<file path="src/rtl/mchan_ext_pkg.sv">
// Shared types and constants for the MCHAN external unit.
//
// wdesc_t describes one W burst: the number of beats minus one and the byte
// strobes for its first and last beat. The AXI constants are the encodings
// this unit drives on AW.
package mchan_ext_pkg;

    typedef struct packed {
        logic [7:0] nbeats_m1;
        logic [7:0] first_strb;
        logic [7:0] last_strb;
    } wdesc_t;

    localparam logic [2:0] AXI_SIZE_64 = 3'd3;
    localparam logic [1:0] BURST_FIXED = 2'b00;
    localparam logic [1:0] BURST_INCR  = 2'b01;

endpackage

</file>
<file path="src/rtl/ext_tx_wdesc_fifo.sv">
// Descriptor FIFO between the AW issue side and the W streaming side.
//
// Ports:
//   clk_i, rst_ni      clock, asynchronous active-low reset (flushes the FIFO)
//   push_i, data_i     write a descriptor; ignored while full_o is high
//   full_o             no free slot; a push is refused even if a pop happens
//                      in the same cycle
//   pop_i              drop the head descriptor; ignored while empty_o is high
//   data_o             head descriptor (meaningful only while empty_o is low)
//   empty_o            no descriptor stored
module ext_tx_wdesc_fifo
    import mchan_ext_pkg::*;
#(
    parameter int unsigned DEPTH = 4
) (
    input  logic   clk_i,
    input  logic   rst_ni,
    input  logic   push_i,
    input  wdesc_t data_i,
    output logic   full_o,
    input  logic   pop_i,
    output wdesc_t data_o,
    output logic   empty_o
);

    localparam int unsigned PTR_W = $clog2(DEPTH);

    // Pointers carry one wrap bit so full and empty are distinguishable.
    logic [PTR_W:0] wr_ptr_q;
    logic [PTR_W:0] rd_ptr_q;
    wdesc_t         mem [DEPTH];
    logic           push_ok;
    logic           pop_ok;

    assign empty_o = (wr_ptr_q == rd_ptr_q);
    assign full_o  = (wr_ptr_q[PTR_W] != rd_ptr_q[PTR_W]) &&
                     (wr_ptr_q[PTR_W-1:0] == rd_ptr_q[PTR_W-1:0]);

    assign push_ok = push_i & ~full_o;
    assign pop_ok  = pop_i & ~empty_o;

    assign data_o = mem[rd_ptr_q[PTR_W-1:0]];

    always_ff @(posedge clk_i or negedge rst_ni) begin
        if (!rst_ni) begin
            wr_ptr_q <= '0;
            rd_ptr_q <= '0;
        end else begin
            if (push_ok) begin
                wr_ptr_q <= wr_ptr_q + 1'b1;
            end
            if (pop_ok) begin
                rd_ptr_q <= rd_ptr_q + 1'b1;
            end
        end
    end

    // Storage is data only; validity is tracked entirely by the pointers.
    always_ff @(posedge clk_i) begin
        if (push_ok) begin
            mem[wr_ptr_q[PTR_W-1:0]] <= data_i;
        end
    end

endmodule

</file>
<file path="src/rtl/ext_tx_if.sv">
// AXI4 write-master front end of the MCHAN external unit.
//
// Takes write commands from the external command queue, issues one AW burst
// per command, streams lane-aligned 64-bit data from the TX data buffer onto W
// with partial strobes on the first and last beat, and turns B responses into
// transaction-ID release / completion pulses.
//
// Ports:
//   clk_i, rst_ni              clock, asynchronous active-low reset
//   cmd_*_i / cmd_gnt_o        command (byte address, length-1, TID, INCR/FIXED)
//   valid_tid_i                a free TID exists; commands wait without one
//   release_tid_o, res_tid_o   one-cycle pulse per B beat with the ID to free
//   synch_req_o                one-cycle completion pulse per B beat
//   err_o                      one-cycle pulse for SLVERR/DECERR responses
//   tx_data_*                  write data source (req/gnt handshake)
//   axi_master_aw_* / w_* / b_* AXI4 write address, data and response channels
module ext_tx_if
    import mchan_ext_pkg::*;
#(
    parameter int AXI_ADDR_WIDTH  = 32,
    parameter int AXI_DATA_WIDTH  = 64,
    parameter int AXI_USER_WIDTH  = 6,
    parameter int AXI_ID_WIDTH    = 4,
    parameter int AXI_STRB_WIDTH  = AXI_DATA_WIDTH / 8,
    parameter int EXT_ADD_WIDTH   = 29,
    parameter int EXT_TID_WIDTH   = 4,
    parameter int MCHAN_LEN_WIDTH = 15,
    parameter int WDESC_DEPTH     = 4
) (
    input  logic                       clk_i,
    input  logic                       rst_ni,

    input  logic [EXT_ADD_WIDTH-1:0]   cmd_add_i,
    input  logic [MCHAN_LEN_WIDTH-1:0] cmd_len_i,
    input  logic [EXT_TID_WIDTH-1:0]   cmd_tid_i,
    input  logic                       cmd_bst_i,
    input  logic                       cmd_req_i,
    output logic                       cmd_gnt_o,

    input  logic                       valid_tid_i,
    output logic                       release_tid_o,
    output logic [EXT_TID_WIDTH-1:0]   res_tid_o,
    output logic                       synch_req_o,
    output logic                       err_o,

    input  logic [AXI_DATA_WIDTH-1:0]  tx_data_dat_i,
    input  logic                       tx_data_req_i,
    output logic                       tx_data_gnt_o,

    output logic                       axi_master_aw_valid_o,
    output logic [AXI_ADDR_WIDTH-1:0]  axi_master_aw_addr_o,
    output logic [2:0]                 axi_master_aw_prot_o,
    output logic [3:0]                 axi_master_aw_region_o,
    output logic [7:0]                 axi_master_aw_len_o,
    output logic [2:0]                 axi_master_aw_size_o,
    output logic [1:0]                 axi_master_aw_burst_o,
    output logic                       axi_master_aw_lock_o,
    output logic [3:0]                 axi_master_aw_cache_o,
    output logic [3:0]                 axi_master_aw_qos_o,
    output logic [AXI_ID_WIDTH-1:0]    axi_master_aw_id_o,
    output logic [AXI_USER_WIDTH-1:0]  axi_master_aw_user_o,
    input  logic                       axi_master_aw_ready_i,

    output logic                       axi_master_w_valid_o,
    output logic [AXI_DATA_WIDTH-1:0]  axi_master_w_data_o,
    output logic [AXI_STRB_WIDTH-1:0]  axi_master_w_strb_o,
    output logic [AXI_USER_WIDTH-1:0]  axi_master_w_user_o,
    output logic                       axi_master_w_last_o,
    input  logic                       axi_master_w_ready_i,

    input  logic                       axi_master_b_valid_i,
    input  logic [1:0]                 axi_master_b_resp_i,
    input  logic [AXI_ID_WIDTH-1:0]    axi_master_b_id_i,
    input  logic [AXI_USER_WIDTH-1:0]  axi_master_b_user_i,
    output logic                       axi_master_b_ready_o
);

    function automatic logic [7:0] first_strb_f(input logic [2:0] offset);
        return 8'hFF << offset;
    endfunction

    // The last byte lane is the low 3 bits of (offset + length-1); keep every
    // lane up to and including it.
    function automatic logic [7:0] last_strb_f(input logic [2:0] offset,
                                               input logic [2:0] len_lo);
        logic [2:0] end_lane;
        end_lane = offset + len_lo;
        return 8'hFF >> (3'd7 - end_lane);
    endfunction

    logic                        cmd_accept;
    logic [MCHAN_LEN_WIDTH:0]    span;
    logic [7:0]                  nbeats_m1;
    wdesc_t                      desc_in;
    wdesc_t                      desc_head;
    logic                        fifo_full;
    logic                        fifo_empty;
    logic                        fifo_pop;

    logic                        aw_vld_p0;
    logic [AXI_ADDR_WIDTH-1:0]   aw_addr_p0;
    logic [7:0]                  aw_len_p0;
    logic [1:0]                  aw_burst_p0;
    logic [AXI_ID_WIDTH-1:0]     aw_id_p0;

    logic [7:0]                  beat_cnt;
    logic                        w_hs;
    logic                        w_last;
    logic [7:0]                  w_strb;

    logic                        b_ready_q;
    logic                        b_hs;
    logic                        unused_b_user;

    // Command acceptance only looks at the descriptor FIFO and the AW
    // register: the AW slot is free if empty or being handed off this cycle.
    assign cmd_accept = cmd_req_i & valid_tid_i & ~fifo_full &
                        (~aw_vld_p0 | axi_master_aw_ready_i);
    assign cmd_gnt_o  = cmd_accept;

    // Bytes spanned from the start of the first 8-byte word, minus one.
    assign span      = {1'b0, cmd_len_i} +
                       {{(MCHAN_LEN_WIDTH-2){1'b0}}, cmd_add_i[2:0]};
    assign nbeats_m1 = 8'(span >> 3);

    assign desc_in.nbeats_m1  = nbeats_m1;
    assign desc_in.first_strb = first_strb_f(cmd_add_i[2:0]);
    assign desc_in.last_strb  = last_strb_f(cmd_add_i[2:0], cmd_len_i[2:0]);

    ext_tx_wdesc_fifo #(
        .DEPTH (WDESC_DEPTH)
    ) i_wdesc_fifo (
        .clk_i   (clk_i),
        .rst_ni  (rst_ni),
        .push_i  (cmd_accept),
        .data_i  (desc_in),
        .full_o  (fifo_full),
        .pop_i   (fifo_pop),
        .data_o  (desc_head),
        .empty_o (fifo_empty)
    );

    // ---- stage p0: registered AW request ----
    always_ff @(posedge clk_i or negedge rst_ni) begin
        if (!rst_ni) begin
            aw_vld_p0   <= 1'b0;
            aw_addr_p0  <= '0;
            aw_len_p0   <= '0;
            aw_burst_p0 <= '0;
            aw_id_p0    <= '0;
        end else if (cmd_accept) begin
            aw_vld_p0   <= 1'b1;
            aw_addr_p0  <= AXI_ADDR_WIDTH'(cmd_add_i);
            aw_len_p0   <= nbeats_m1;
            aw_burst_p0 <= cmd_bst_i ? BURST_INCR : BURST_FIXED;
            aw_id_p0    <= AXI_ID_WIDTH'(cmd_tid_i);
        end else if (axi_master_aw_ready_i) begin
            aw_vld_p0   <= 1'b0;
        end
    end

    assign axi_master_aw_valid_o  = aw_vld_p0;
    assign axi_master_aw_addr_o   = aw_addr_p0;
    assign axi_master_aw_len_o    = aw_len_p0;
    assign axi_master_aw_size_o   = aw_vld_p0 ? AXI_SIZE_64 : 3'd0;
    assign axi_master_aw_burst_o  = aw_burst_p0;
    assign axi_master_aw_id_o     = aw_id_p0;
    assign axi_master_aw_prot_o   = '0;
    assign axi_master_aw_region_o = '0;
    assign axi_master_aw_lock_o   = 1'b0;
    assign axi_master_aw_cache_o  = '0;
    assign axi_master_aw_qos_o    = '0;
    assign axi_master_aw_user_o   = '0;

    // ---- W streaming: head descriptor drives strobes and last ----
    assign axi_master_w_valid_o = ~fifo_empty & tx_data_req_i;
    assign w_hs                 = axi_master_w_valid_o & axi_master_w_ready_i;
    assign tx_data_gnt_o        = w_hs;
    assign w_last               = (beat_cnt == desc_head.nbeats_m1);
    assign fifo_pop             = w_hs & w_last;

    // A single-beat burst takes both masks.
    always_comb begin
        w_strb = 8'hFF;
        if (beat_cnt == 8'd0) begin
            w_strb = w_strb & desc_head.first_strb;
        end
        if (w_last) begin
            w_strb = w_strb & desc_head.last_strb;
        end
    end

    always_ff @(posedge clk_i or negedge rst_ni) begin
        if (!rst_ni) begin
            beat_cnt <= 8'd0;
        end else if (w_hs) begin
            beat_cnt <= w_last ? 8'd0 : beat_cnt + 8'd1;
        end
    end

    assign axi_master_w_data_o = tx_data_dat_i;
    assign axi_master_w_strb_o = w_strb;
    assign axi_master_w_last_o = w_last;
    assign axi_master_w_user_o = '0;

    // ---- B response: always ready once out of reset ----
    always_ff @(posedge clk_i or negedge rst_ni) begin
        if (!rst_ni) begin
            b_ready_q <= 1'b0;
        end else begin
            b_ready_q <= 1'b1;
        end
    end

    assign axi_master_b_ready_o = b_ready_q;
    assign b_hs                 = axi_master_b_valid_i & b_ready_q;
    assign release_tid_o        = b_hs;
    assign synch_req_o          = b_hs;
    assign err_o                = b_hs & axi_master_b_resp_i[1];
    assign res_tid_o            = EXT_TID_WIDTH'(axi_master_b_id_i);

    assign unused_b_user = ^axi_master_b_user_i;

    // Upstream keeps every command within a 256-beat AXI burst.
    a_burst_len_max : assert property (
        @(posedge clk_i) disable iff (!rst_ni)
        cmd_accept |-> ((span >> 3) <= (MCHAN_LEN_WIDTH+1)'(255))
    );

endmodule

</file>
<file path="config.mk">
export PLATFORM = sky130hd
export DESIGN_NAME = ext_tx_if
export DESIGN_NICKNAME = d
export VERILOG_FILES = /design/src/rtl/mchan_ext_pkg.sv /design/src/rtl/ext_tx_wdesc_fifo.sv /design/src/rtl/ext_tx_if.sv
export SDC_FILE = /design/constraint.sdc
export NUM_CORES = 1
export LEC_CHECK = 0
export ABC_AREA = 1
export BUFFER_PORTS_ARGS = -buffer_cell sky130_fd_sc_hd__buf_2
export CORE_AREA = 5 5 130 132
export CTS_CLUSTER_SIZE = 8
export DETAILED_ROUTE_END_ITERATION = 16
export DIE_AREA = 0 0 135 137
export GPL_TIMING_DRIVEN = 0
export PLACE_DENSITY = 0.81
export REMOVE_ABC_BUFFERS = 1
export SETUP_SLACK_MARGIN = 0.15
export SYNTH_ARGS = -nofsm -noshare
export SYNTH_HDL_FRONTEND = slang
export SYNTH_HIERARCHICAL = 1
export SYNTH_SLANG_ARGS = --single-unit
</file>
<file path="constraint.sdc">
create_clock -name clk_i -period 3.6 [get_ports clk_i]
set_input_delay 0.18 -clock clk_i [delete_from_list [all_inputs] [get_ports clk_i]]
set_output_delay 0.18 -clock clk_i [all_outputs]
set_load 0.05 [all_outputs]
</file>
==> reports/metrics.cfg <==
[power]
vdd_drop_max_mv=0.520
pwr_density_cell_mw_per_mm2=680
leakagePower_nw=4.04

[cells_and_area]
finish.utilization=0.559
final_common_cell=nand2_1
area_growth_pct=13.9
layout-drive-gt1-share=0.202
diodes=0
final_area_mm2=0.00871
multiInputGateArea_mm2=0.00233
layout_common_cells=nand2_1, buf_2, edfxtp_1
seq_area_mm2=0.00434
fin_nets=1012
fillers=1221

[yosys]
synth_cell_types=36
synth_enable_flop_cells=96
ys_seq_area_frac=0.567
syn_area_mm2=0.00765
synth-seq-cells=154
synthCells=787
synth_top_area_cell=edfxtp_1
synth.avg_cell_area_um2=9.72
ys_warn_count=6
async_flop_share=0.377
synth.top_cells.by_area=edfxtp_1, dfrtp_1, buf_4, nand2_1, nor2_1
synth_ff_type=edfxtp_1
yosysTopAreaCellShare=0.377

[placed_design]
gp_congestion=0.834
hpwl_um=14800
preCtsSetupSlack_ns=-0.224
dpl-instance-area_mm2=0.00779
io_buffers=114

[grt]
grtUsageTotal=0.248
grt_max_degree=59
grt_pass1_wl_um=33600
antenna_found_initial=0
grt_pass1_vias=5540
grt.overflow.total=0

[floorplan]
fp.dieH_um=137
die_area_mm2=0.0185
initial_utilization=0.490
die_w_um=135
coreArea_mm2=0.0156
rows=46
pin_count=295

[clocking]
clk_latency_ns=0.42
path_clk_slew_ns=0.06
cts.sinks=154
numCtsBuffers=17
cts_tree=yes
clock-root-buffer=clkbuf_16
clk_path_buf_depth=2
htree_levels=4

[critical_path]
critPathKind=reg2out
max_stage_delay_ns=0.72
ff2ff_setup_slack_ns=0.60
end_kind=output pin
r2r_cells=10
worstPathArrival_ns=3.08
critPathTopFamily=buffers and inverters
cp-start-kind=register
timing.rr.start=i_wdesc_fifo/rd_ptr_q[1]$_DFFE_PN0P_
crit_top_cell=nand2_1
cpMaxStageDelayCell=dfrtp_4
path_cells=inv_6 -> o21ai_0 -> o22ai_1 -> inv_1 -> nand2_1 -> nand2_1 -> nand2_1 -> nor2_2 -> nand2_4 -> nor2_2 -> nor2_1 -> buf_2
crit_buf_inv=3
worstPathRequired_ns=3.42
worstPathMaxFanout=52
regToRegEndpoint=i_wdesc_fifo/mem[0][9]$_DFFE_PP_

[timing]
tns_ns=0
slew_headroom=0.510
hold_violations=0
finClkSkew_ns=0.0105
fin_crit_sh=0.905
finalSetupViolCount=0
worst_slack_ns=0.340
min_period_ns=3.26
fmax_mhz=307
drv_slew=0
worst_pin_slew_ns=0.736
rsz0062_at_grt=false

[detailed_routing]
vias=5699
drt-initial-drc-count=463
wire_per_inst_um=20.6
ant_nets=0
vias_per_cell=5.20
routed_wl_um=22600
drtPass1Iterations=6
drc=0

[min_path]
hold_path_end=axi_master_aw_addr_o[0]$_DFFE_PN0P_
hold_class=in2reg
holdPathStages=3
hp-start=cmd_add_i[0]

[run]
max-cap-violations=0

[status]
status=completed

-- Yosys cell counts, types with 5 or more instances --
master	count
dfrtp_1	58
o22ai_1	24
clkbuf_1	7
ha_1	11
nand2_1	200
buf_2	10
xnor2_1	5
edfxtp_1	96
o21ai_0	53
nand4_1	6
nand3_1	25
inv_1	52
buf_4	107
nor2_1	84
nor2_2	7
buf_6	5
-- flip-flops by register name (all words and copies together), names as in the netlist --
| signal | cells |
|---|---|
| axi_master_aw_burst_o | 1 |
| axi_master_aw_id_o | 4 |
| axi_master_b_ready_o | 1 |
| i_wdesc_fifo/mem | 96 |
| i_wdesc_fifo/wr_ptr_q | 3 |
| i_wdesc_fifo/rd_ptr_q | 3 |
| axi_master_aw_valid_o | 1 |
| beat_cnt | 8 |
| axi_master_aw_len_o | 8 |
| axi_master_aw_addr_o | 29 |
-- cells by family (layout without fill, tap and decap cells) --
logic type	Yosys count	after routing	share of synthesized area
AO/OA/AOI/OAI	84	84	0.0604
XOR/XNOR	11	11	0.0170
adder cells (fa/ha/maj)	12	12	0.0206
buffers and inverters	185	238	0.150
flip-flops	154	154	0.567
other	2	42	0.000982
AND/OR/NAND/NOR	339	339	0.184
-- worst max path at each step --
stage	start	cells after the start	endpoint
finish	i_wdesc_fifo/rd_ptr_q[0]$_DFFE_PN0P_	12	axi_master_w_strb_o[3]
global route	i_wdesc_fifo/rd_ptr_q[0]$_DFFE_PN0P_	12	axi_master_w_strb_o[3]
CTS	i_wdesc_fifo/rd_ptr_q[0]$_DFFE_PN0P_	12	axi_master_w_strb_o[3]
detailed placement	i_wdesc_fifo/rd_ptr_q[1]$_DFFE_PN0P_	11	i_wdesc_fifo/mem[3][15]$_DFFE_PP_
global placement	i_wdesc_fifo/rd_ptr_q[1]$_DFFE_PN0P_	9	i_wdesc_fifo/mem[2][15]$_DFFE_PP_
floorplan	i_wdesc_fifo/rd_ptr_q[0]$_DFFE_PN0P_	7	i_wdesc_fifo/mem[0][0]$_DFFE_PP_
-- layout make-up --
class	instances	area share
flip-flops and latches	154	0.498
multi-input cells	488	0.267
repair buffers	151	0.113
clock buffers	21	0.0566
well taps	216	0.0310
inverters	55	0.0250
clock inverters	11	0.00962
-- worst reg2reg max path, delay by kind of cell, from the launching register on --
| family | cells | cell delay, ns |
|---|---|---|
| buf+inv | 3 | 0.58 |
| simple gates | 7 | 1.36 |
| flops | 1 | 0.75 |
-- stage by stage --
step                      hold WS [ns]  total power [mW]  cells
after global routing            0.0917              6.20   1096
after floorplan                 -0.116              3.72    697
after CTS                       0.0759              5.92   1095
after global placement           0.360              4.12   1027
after detailed placement         0.360              4.19   1031
final                           0.0912              5.92   1096
-- where the power goes --
part	switching [mW]	leakage (nW)	internal, mW
clock network	0.708	0.288	0.989
registers	0.210	1.59	2.21
logic	1.36	2.16	0.444
total	2.28	4.04	3.64
-- repair_timing --
action,in CTS,in global routing
hold buffers,32,1
resized for setup,4,3
endpoints found under the setup margin,82,5
hold endpoints to repair,32,58
setup buffers,0,0
-- layer usage --
| metal | global-route usage | wire length (um) | vias up |
|---|---|---|---|
| met4 | 0.0683 | 469 | 6 |
| met5 | 0.106 | 219 | - |
| met1 | 0.279 | 8050 | 2664 |
| met2 | 0.353 | 9570 | 414 |
| met3 | 0.198 | 4310 | 45 |
| li1 | - | - | 2570 |
Note: power is estimated with default switching activity, not from simulation.
